## config.mk

```make
export PLATFORM = sky130hd
export DESIGN_NAME = uart_cmd_decoder
export DESIGN_NICKNAME = d
export VERILOG_FILES = /design/src/rtl/uart_cmd_decoder.sv
export SDC_FILE = /design/constraint.sdc
export NUM_CORES = 1
export LEC_CHECK = 0
export CAP_MARGIN = 20
export CORE_ASPECT_RATIO = 1.5
export CORE_MARGIN = 1
export CORE_UTILIZATION = 45
export CTS_BUF_LIST = sky130_fd_sc_hd__clkbuf_4 sky130_fd_sc_hd__clkbuf_8
export CTS_CLUSTER_DIAMETER = 60
export DETAILED_ROUTE_END_ITERATION = 8
export PLACE_DENSITY = 0.75
export SYNTH_ARGS = -nofsm -noshare
export SYNTH_HDL_FRONTEND = slang
export SYNTH_SLANG_ARGS = --single-unit
```

## constraint.sdc

```tcl
create_clock -name clk -period 2.4 [get_ports clk]
set_clock_uncertainty 0.2 [all_clocks]
set_input_delay 0.24 -clock clk [delete_from_list [all_inputs] [get_ports clk]]
set_output_delay 0.24 -clock clk [all_outputs]
set_load 0.01 [all_outputs]
```

## src/rtl/uart_cmd_decoder.sv

```systemverilog
// rtl/uart_cmd_decoder.sv - UART command decoder driving watch buttons, modes and echo responses
//
// Purpose: decodes single-byte commands from a UART receiver into timed button
// pulses and toggled mode levels, and queues one response byte per command for
// the UART transmitter.
//
// Ports:
//   clk         system clock, rising edge
//   rst         synchronous active-low reset
//   rx_data     received byte, valid while rx_done=1
//   rx_done     one-cycle received-byte strobe
//   tx_busy     transmitter busy (rises the cycle after tx_start)
//   btnL/R/U/D  button pulses, PULSE_CYCLES long, at most one high
//   fmt_mode    mode level toggled by 'F'/'f'
//   stpw_mode   mode level toggled by 'S'/'s'
//   calib_mode  mode level toggled by 'C'/'c'
//   tx_start    one-cycle send request
//   tx_data     response byte, held until the next pop
module uart_cmd_decoder #(
  parameter int PULSE_CYCLES = 16,
  parameter int FIFO_DEPTH   = 4
) (
  input  logic       clk,
  input  logic       rst,
  input  logic [7:0] rx_data,
  input  logic       rx_done,
  input  logic       tx_busy,
  output logic       btnL,
  output logic       btnR,
  output logic       btnU,
  output logic       btnD,
  output logic       fmt_mode,
  output logic       stpw_mode,
  output logic       calib_mode,
  output logic       tx_start,
  output logic [7:0] tx_data
);

  localparam int AW = $clog2(FIFO_DEPTH);

  typedef enum logic {IDLE, PULSE} state_t;

  state_t     state, state_nxt;
  logic [7:0] cnt, cnt_nxt;
  logic [1:0] sel, sel_nxt;

  logic       is_btn, is_mode;
  logic [1:0] btn_code, mode_code;
  logic [7:0] resp;

  logic [7:0]  mem [FIFO_DEPTH];
  logic [AW:0] wr_ptr, rd_ptr;
  logic        empty, full, push, pop;

  // Command decode: btn_code 0..3 = L,R,U,D; mode_code 0..2 = F,S,C
  always_comb begin
    is_btn    = 1'b0;
    is_mode   = 1'b0;
    btn_code  = 2'd0;
    mode_code = 2'd0;
    case (rx_data)
      8'h4C, 8'h6C: begin is_btn  = 1'b1; btn_code  = 2'd0; end
      8'h52, 8'h72: begin is_btn  = 1'b1; btn_code  = 2'd1; end
      8'h55, 8'h75: begin is_btn  = 1'b1; btn_code  = 2'd2; end
      8'h44, 8'h64: begin is_btn  = 1'b1; btn_code  = 2'd3; end
      8'h46, 8'h66: begin is_mode = 1'b1; mode_code = 2'd0; end
      8'h53, 8'h73: begin is_mode = 1'b1; mode_code = 2'd1; end
      8'h43, 8'h63: begin is_mode = 1'b1; mode_code = 2'd2; end
      default: ;
    endcase
  end

  // Button commands arriving mid-pulse are answered with '!' instead of an echo
  always_comb begin
    resp = 8'h3F;
    if (is_btn && state != IDLE) begin
      resp = 8'h21;
    end else if (is_btn || is_mode) begin
      resp = rx_data;
    end
  end

  // Button sequencer
  always_ff @(posedge clk) begin
    if (!rst) begin
      state <= IDLE;
      cnt   <= 8'd0;
      sel   <= 2'd0;
    end else begin
      state <= state_nxt;
      cnt   <= cnt_nxt;
      sel   <= sel_nxt;
    end
  end

  always_comb begin
    state_nxt = state;
    cnt_nxt   = cnt;
    sel_nxt   = sel;
    case (state)
      IDLE: begin
        if (rx_done && is_btn) begin
          state_nxt = PULSE;
          cnt_nxt   = 8'(PULSE_CYCLES);
          sel_nxt   = btn_code;
        end
      end
      PULSE: begin
        // Leaving on cnt==1 makes the output high for exactly PULSE_CYCLES cycles
        cnt_nxt = cnt - 8'd1;
        if (cnt <= 8'd1) begin
          state_nxt = IDLE;
          cnt_nxt   = 8'd0;
        end
      end
      default: begin
        state_nxt = IDLE;
        cnt_nxt   = 8'd0;
      end
    endcase
  end

  assign btnL = (state == PULSE) && (sel == 2'd0);
  assign btnR = (state == PULSE) && (sel == 2'd1);
  assign btnU = (state == PULSE) && (sel == 2'd2);
  assign btnD = (state == PULSE) && (sel == 2'd3);

  // Mode levels toggle independently of the sequencer
  always_ff @(posedge clk) begin
    if (!rst) begin
      fmt_mode   <= 1'b0;
      stpw_mode  <= 1'b0;
      calib_mode <= 1'b0;
    end else if (rx_done && is_mode) begin
      case (mode_code)
        2'd0:    fmt_mode   <= ~fmt_mode;
        2'd1:    stpw_mode  <= ~stpw_mode;
        default: calib_mode <= ~calib_mode;
      endcase
    end
  end

  // Response FIFO; the extra pointer bit separates full from empty
  assign empty = (wr_ptr == rd_ptr);
  assign full  = (wr_ptr[AW] != rd_ptr[AW]) && (wr_ptr[AW-1:0] == rd_ptr[AW-1:0]);
  // tx_start in the previous cycle blocks a pop because tx_busy is not yet visible
  assign pop   = !empty && !tx_busy && !tx_start;
  assign push  = rx_done && (!full || pop);

  always_ff @(posedge clk) begin
    if (push) begin
      mem[wr_ptr[AW-1:0]] <= resp;
    end
  end

  always_ff @(posedge clk) begin
    if (!rst) begin
      wr_ptr   <= '0;
      rd_ptr   <= '0;
      tx_start <= 1'b0;
      tx_data  <= 8'h00;
    end else begin
      if (push) begin
        wr_ptr <= wr_ptr + 1'b1;
      end
      if (pop) begin
        rd_ptr  <= rd_ptr + 1'b1;
        tx_data <= mem[rd_ptr[AW-1:0]];
      end
      tx_start <= pop;
    end
  end

endmodule

```

After elaboration in Yosys (flattened, before gate mapping)
Memory sizes are Yosys's and may differ from the RTL's. A register that Yosys moved wholly into a read port is not among the register bits.
Cells that the tools add are included.
{ "word_totals": {"output_inout_bits": 16, "word_cells": 87, "regBits": 21, "in_bits": 12, "mem_count": 1, "mem_bits_rw": 32} }
{ "mem_list": {"columns": ["memory", "depth", "width", "read_ports", "rd_clocked_by_memory_dff", "write_ports", "line", "source"], "rows": [
  ["mem", 4, 8, 1, 1, 1, "51", "logic [7:0] mem [FIFO_DEPTH];"]
]} }
{ "classes": {"n_lt_le_gt_ge": 1, "reduce_logical": 32, "n_bitwise": 5, "addsub": 3, "n_eq_ne": 22, "muxes": 14} }
{ "ops": {"columns": ["operator", "count"], "rows": [
  ["8-bit by 7-bit equality test with 1-bit output, second input constant", 14],
  ["8-bit 2-to-1 mux", 4],
  ["8-bit one-hot mux with 2 select lines", 1],
  ["2-bit OR reduction", 6],
  ["1-bit logical AND", 11],
  ["8-bit by 1-bit less-or-equal comparator with 1-bit output, second input constant", 1],
  ["2-bit AND reduction", 4],
  ["8-bit OR reduction", 1],
  ["8-bit by 1-bit subtractor with 8-bit output, second input constant", 1],
  ["3-bit by 1-bit adder with 3-bit output, second input constant", 2],
  ["1-bit 2-to-1 mux", 6],
  ["2-bit one-hot mux with 3 select lines", 1],
  ["6-bit OR reduction", 1],
  ["1-bit logical NOT", 5],
  ["1-bit NOT", 5],
  ["2-bit by 1-bit equality test with 1-bit output, second input constant", 2],
  ["2-bit equality test, second input constant", 2],
  ["2-bit logical NOT", 2],
  ["2-bit one-hot mux with 2 select lines", 1],
  ["3-bit equality test", 1],
  ["2-bit equality test", 1],
  ["1-bit logical OR", 2],
  ["2-bit inequality test, second input constant", 1],
  ["1-bit one-hot mux with 2 select lines", 1],
  ["1-bit inequality test", 1]
]} }

Logic depth before layout (Yosys ltp)
{ "logic_depth": {"word_depth": 8, "depth_mapped": 6, "depth_no_buf": 6} }

Worst setup path before layout
Ideal clock, no wire load.
{ "synth_timing": {"path_type": "input-to-reg", "from": "in rx_data[0]", "to": "mem mem[0][0] (data pin)", "n_path_buf": 1, "t_arrival_ns": 1.705, "setup_time_ns": 0.278, "path_stages": 5, "path_slack_ns": 0.217, "t_required_ns": 1.922, "path_cell_list": "buf_2 or2_4 or3_4 a221oi_4 or3b_1"} }
{ "synth_via": {"elab_chain_cells": 6, "elab_cells_between_ends": 22, "cone_classes": "eq/ne: 14; mux: 4; reduce/logical: 4"} }
{ "synth_rtl": {"columns": ["item", "line", "source"], "rows": [
  ["from (decl)", "25", "input logic [7:0] rx_data,"],
  ["8-bit by 7-bit equality test with 1-bit output", "61", "case (rx_data)"],
  ["8-bit OR reduction (no source line) or 6-bit OR reduction (tied branches)", null, null],
  ["1-bit 2-to-1 mux", "61", null],
  ["1-bit logical OR", "78", "end else if (is_btn || is_mode) begin"],
  ["8-bit 2-to-1 mux", "78", null],
  ["8-bit 2-to-1 mux (*)", "76", "if (is_btn && state != IDLE) begin"],
  ["via resp[0]", "49", "logic [7:0] resp;"],
  ["to (decl)", "51", null]
]} }
The timed path passes the listed nets; every way through them passes the cells marked *.

Worst setup path in the final report
{ "layout_timing": {"from": "in rx_data[4]", "to": "mem mem[1][5] (data pin)"} }
Same word-level chain as after synthesis.

==> impl_metrics.env <==
export IMPL_hold_buffers=0
export IMPL_cts_tree="done"
export IMPL_initial_core_util_pct=46.2
export IMPL_dp_hpwl_um=3790
export IMPL_drv_cap=0
export IMPL_syn_area_sq_um=2840
export IMPL_crit_chain="clkdlybuf4s50_1 -> or2_4 -> or3_4 -> a221oi_4 -> or3b_1"
export IMPL_numCtsBuffers=9
export IMPL_worstReg2RegStart="cnt[2]"
export IMPL_drtIter0Drc=140
export IMPL_pin_count=28
export IMPL_ir_worst_vdd_mv=0.316
export IMPL_critPathLaunchType="primary input"
export IMPL_worstHoldStart="tx_data[4]"
export IMPL_dp_cells=349
export IMPL_dieArea_sq_um=6630
export IMPL_rows=35
export IMPL_ys_types=49
export IMPL_power_mw=2.58
export IMPL_slowest_delay_ns=0.44
export IMPL_async_flop_share_pct=0
export IMPL_status="finished with violations"
export IMPL_area_growth_pct=24.2
export IMPL_grt_total_usage_pct=18.7
export IMPL_fin_nets=305
export IMPL_die_height_um=99.2
export IMPL_tightest_slew_ns=0.536
export IMPL_diodes=0
export IMPL_setup_viol=0
export IMPL_synth_common_cells="edfxtp_1 (32), dfxtp_1 (29), nand2_1 (21), o21ai_0 (13)"
export IMPL_postSynthCellCount=237
export IMPL_first_pass_iters=7
export IMPL_p_leak_nw=1.34
export IMPL_wl_um=5400
export IMPL_layout_cells_non_filler=365
export IMPL_crit_required_ns=2.27
export IMPL_cts_root_buffer="clkbuf_8"
export IMPL_cts_reportedPaths_clkPinSlew_ns=0.07
export IMPL_grt_max_degree=27
export IMPL_hp_class="register to register"
export IMPL_min_period_ns=2.18
export IMPL_cp_end_kind="register"
export IMPL_remaining_drc_errors=2
export IMPL_crit_start="rx_data[4]"
export IMPL_die_w_um=66.8
export IMPL_cp_max_fo=5
export IMPL_arrival_ns=2.04
export IMPL_holdWs_ns=0.259
export IMPL_synth_edff_count=32
export IMPL_dr_total_vias=1969
export IMPL_ys_seq_area_share_pct=54.4
export IMPL_htreeDepth=3
export IMPL_postCtsSetupBuffers=0
export IMPL_crit_type="primary input to register"
export IMPL_slew_limit_headroom_pct=63.9
export IMPL_syn_avg_cell_area_sq_um=12.0
export IMPL_synth_most_common_cell="edfxtp_1"
export IMPL_wl_per_cell_um=14.8
export IMPL_ys_ff_latch=61
export IMPL_grt_remaining_overflow=0
export IMPL_antenna_found_initial=0
export IMPL_drive_gt1_share_pct=20.6
export IMPL_worst_path_max_delay_cell="or3b_1"
export IMPL_grt_pass1_vias=1935
export IMPL_ys_flop_type="edfxtp_1"
export IMPL_maxSlewViolCount=0
export IMPL_vias_per_cell=5.39
export IMPL_cts_resized=0
export IMPL_yosys_warnings=0
export IMPL_post_synth_top_area_cell="edfxtp_1"
export IMPL_gp_congestion=0.802
export IMPL_portBuffers=27
export IMPL_power_density_nw_per_um2=734
export IMPL_place_ws_ns=-0.126
export IMPL_hold_viol=0
export IMPL_violations="design-rule violations"
export IMPL_design_area_sq_um=3520
export IMPL_fin_ws_ns=0.223
export IMPL_finalCritPeriodShare_pct=90.7
export IMPL_ctsLongestPathBuffers=2
export IMPL_dpl_cell_area_sq_um=3300
export IMPL_grt_pass1_wl_um=8960
export IMPL_worstSkewPairLatency_ns=0.35
export IMPL_clock_sinks=61
export IMPL_drt_antenna_violating_nets=0
export IMPL_synthTopCellsByArea="edfxtp_1 (34%), dfxtp_1 (20%), mux4_2 (6.4%)"
export IMPL_yosys_area_top_type_share_pct=33.9
export IMPL_clock_fmax_ghz=0.459
export IMPL_core_sq_um=6130
export IMPL_rsz0062_at_grt="false"
==> area by class of cell <==
class	count	area (sq um)
inverter	8	30.0
multi-input combinational	160	1220
fill	514	2610
clock inverter	7	97.6
tap	74	92.6
sequential	61	1540
clock buffer	9	124
timing repair buffer	46	413
==> sequential cells by signal (all words and copies together) (netlist names), 2 cells and up <==
name and flops:
cnt 8, mem 32, rd_ptr 3, sel 2, tx_data 8, wr_ptr 3
==> worst max-delay path: cells and delay by family <==
kind / cells / cell delay (ns)
AO/OA/AOI/OAI: 1 / 0.36
buffers and inverters: 1 / 0.41
AND/OR/NAND/NOR: 3 / 1.03
==> kinds of logic after synthesis <==
kind of cell	count (synthesis)	share of synthesized area, %
AOI/OAI and AO/OA	40	10.6
xor gates and xnor gates	11	3.40
adders and majority gates	7	3.09
buffers and inverters	19	2.91
DFF	61	54.4
muxes	11	7.41
other	1	0.132
and+or+nand+nor	87	18.1
==> path summary, 6_finish.rpt <==
path                endpoint  slack, ns  depth (start not counted)
hold / removal    tx_data[4]       0.26                          2
setup / recovery   mem[1][5]       0.22                          5
setup reg to reg      cnt[7]       0.31                          4
hold reg to reg   tx_data[4]       0.26                          2
==> power by group <==
group          internal [mW]  leakage [nW]  total [mW]  switching, mW
Combinational          0.200         0.709       0.384          0.184
Sequential              1.16         0.522        1.19         0.0298
Clock                  0.589         0.106        1.01          0.425
Total                   1.95          1.34        2.58          0.638
==> cells in the final DEF, fill, tap and decap left out, drive strengths merged, types with 2 or more instances in the layout <==
| cell | instances |
|---|---|
| clkbuf | 9 |
| mux2i | 3 |
| and2 | 11 |
| nor2b | 3 |
| or3 | 2 |
| clkdlybuf4s50 | 27 |
| conb | 4 |
| ha | 7 |
| mux4 | 8 |
| nand2b | 6 |
| a21boi | 3 |
| clkinvlp | 2 |
| edfxtp | 32 |
| nor2 | 8 |
| a31o | 6 |
| xor2 | 9 |
| nor4 | 6 |
| a2111oi | 2 |
| nand3 | 11 |
| or4 | 3 |
| a21oi | 6 |
| bufinv | 2 |
| xnor2 | 2 |
| nand3b | 4 |
| dfxtp | 29 |
| buf | 19 |
| nand2 | 21 |
| o21ai | 14 |
| or3b | 4 |
| inv | 10 |
| o21a | 2 |
==> routing by layer <==
layer / GRT usage, % / routed length, um
met5: 0 / 0
met4: 13.4 / 137
met3: 3.67 / 137
met2: 31.4 / 2840
met1: 20.3 / 2280
==> through the flow <==
| stage | TNS (ns) | utilization (%) |
|---|---|---|
| 2_1_floorplan | 0 | - |
| 3_5_place_dp | -0.966 | 53.8 |
| 4_1_cts | 0 | 57.4 |
| 3_3_place_gp | -0.734 | 53.8 |
| 5_1_grt | 0 | 57.4 |
| 6_report | 0 | 57.4 |
(Power assumes the default switching activity.)
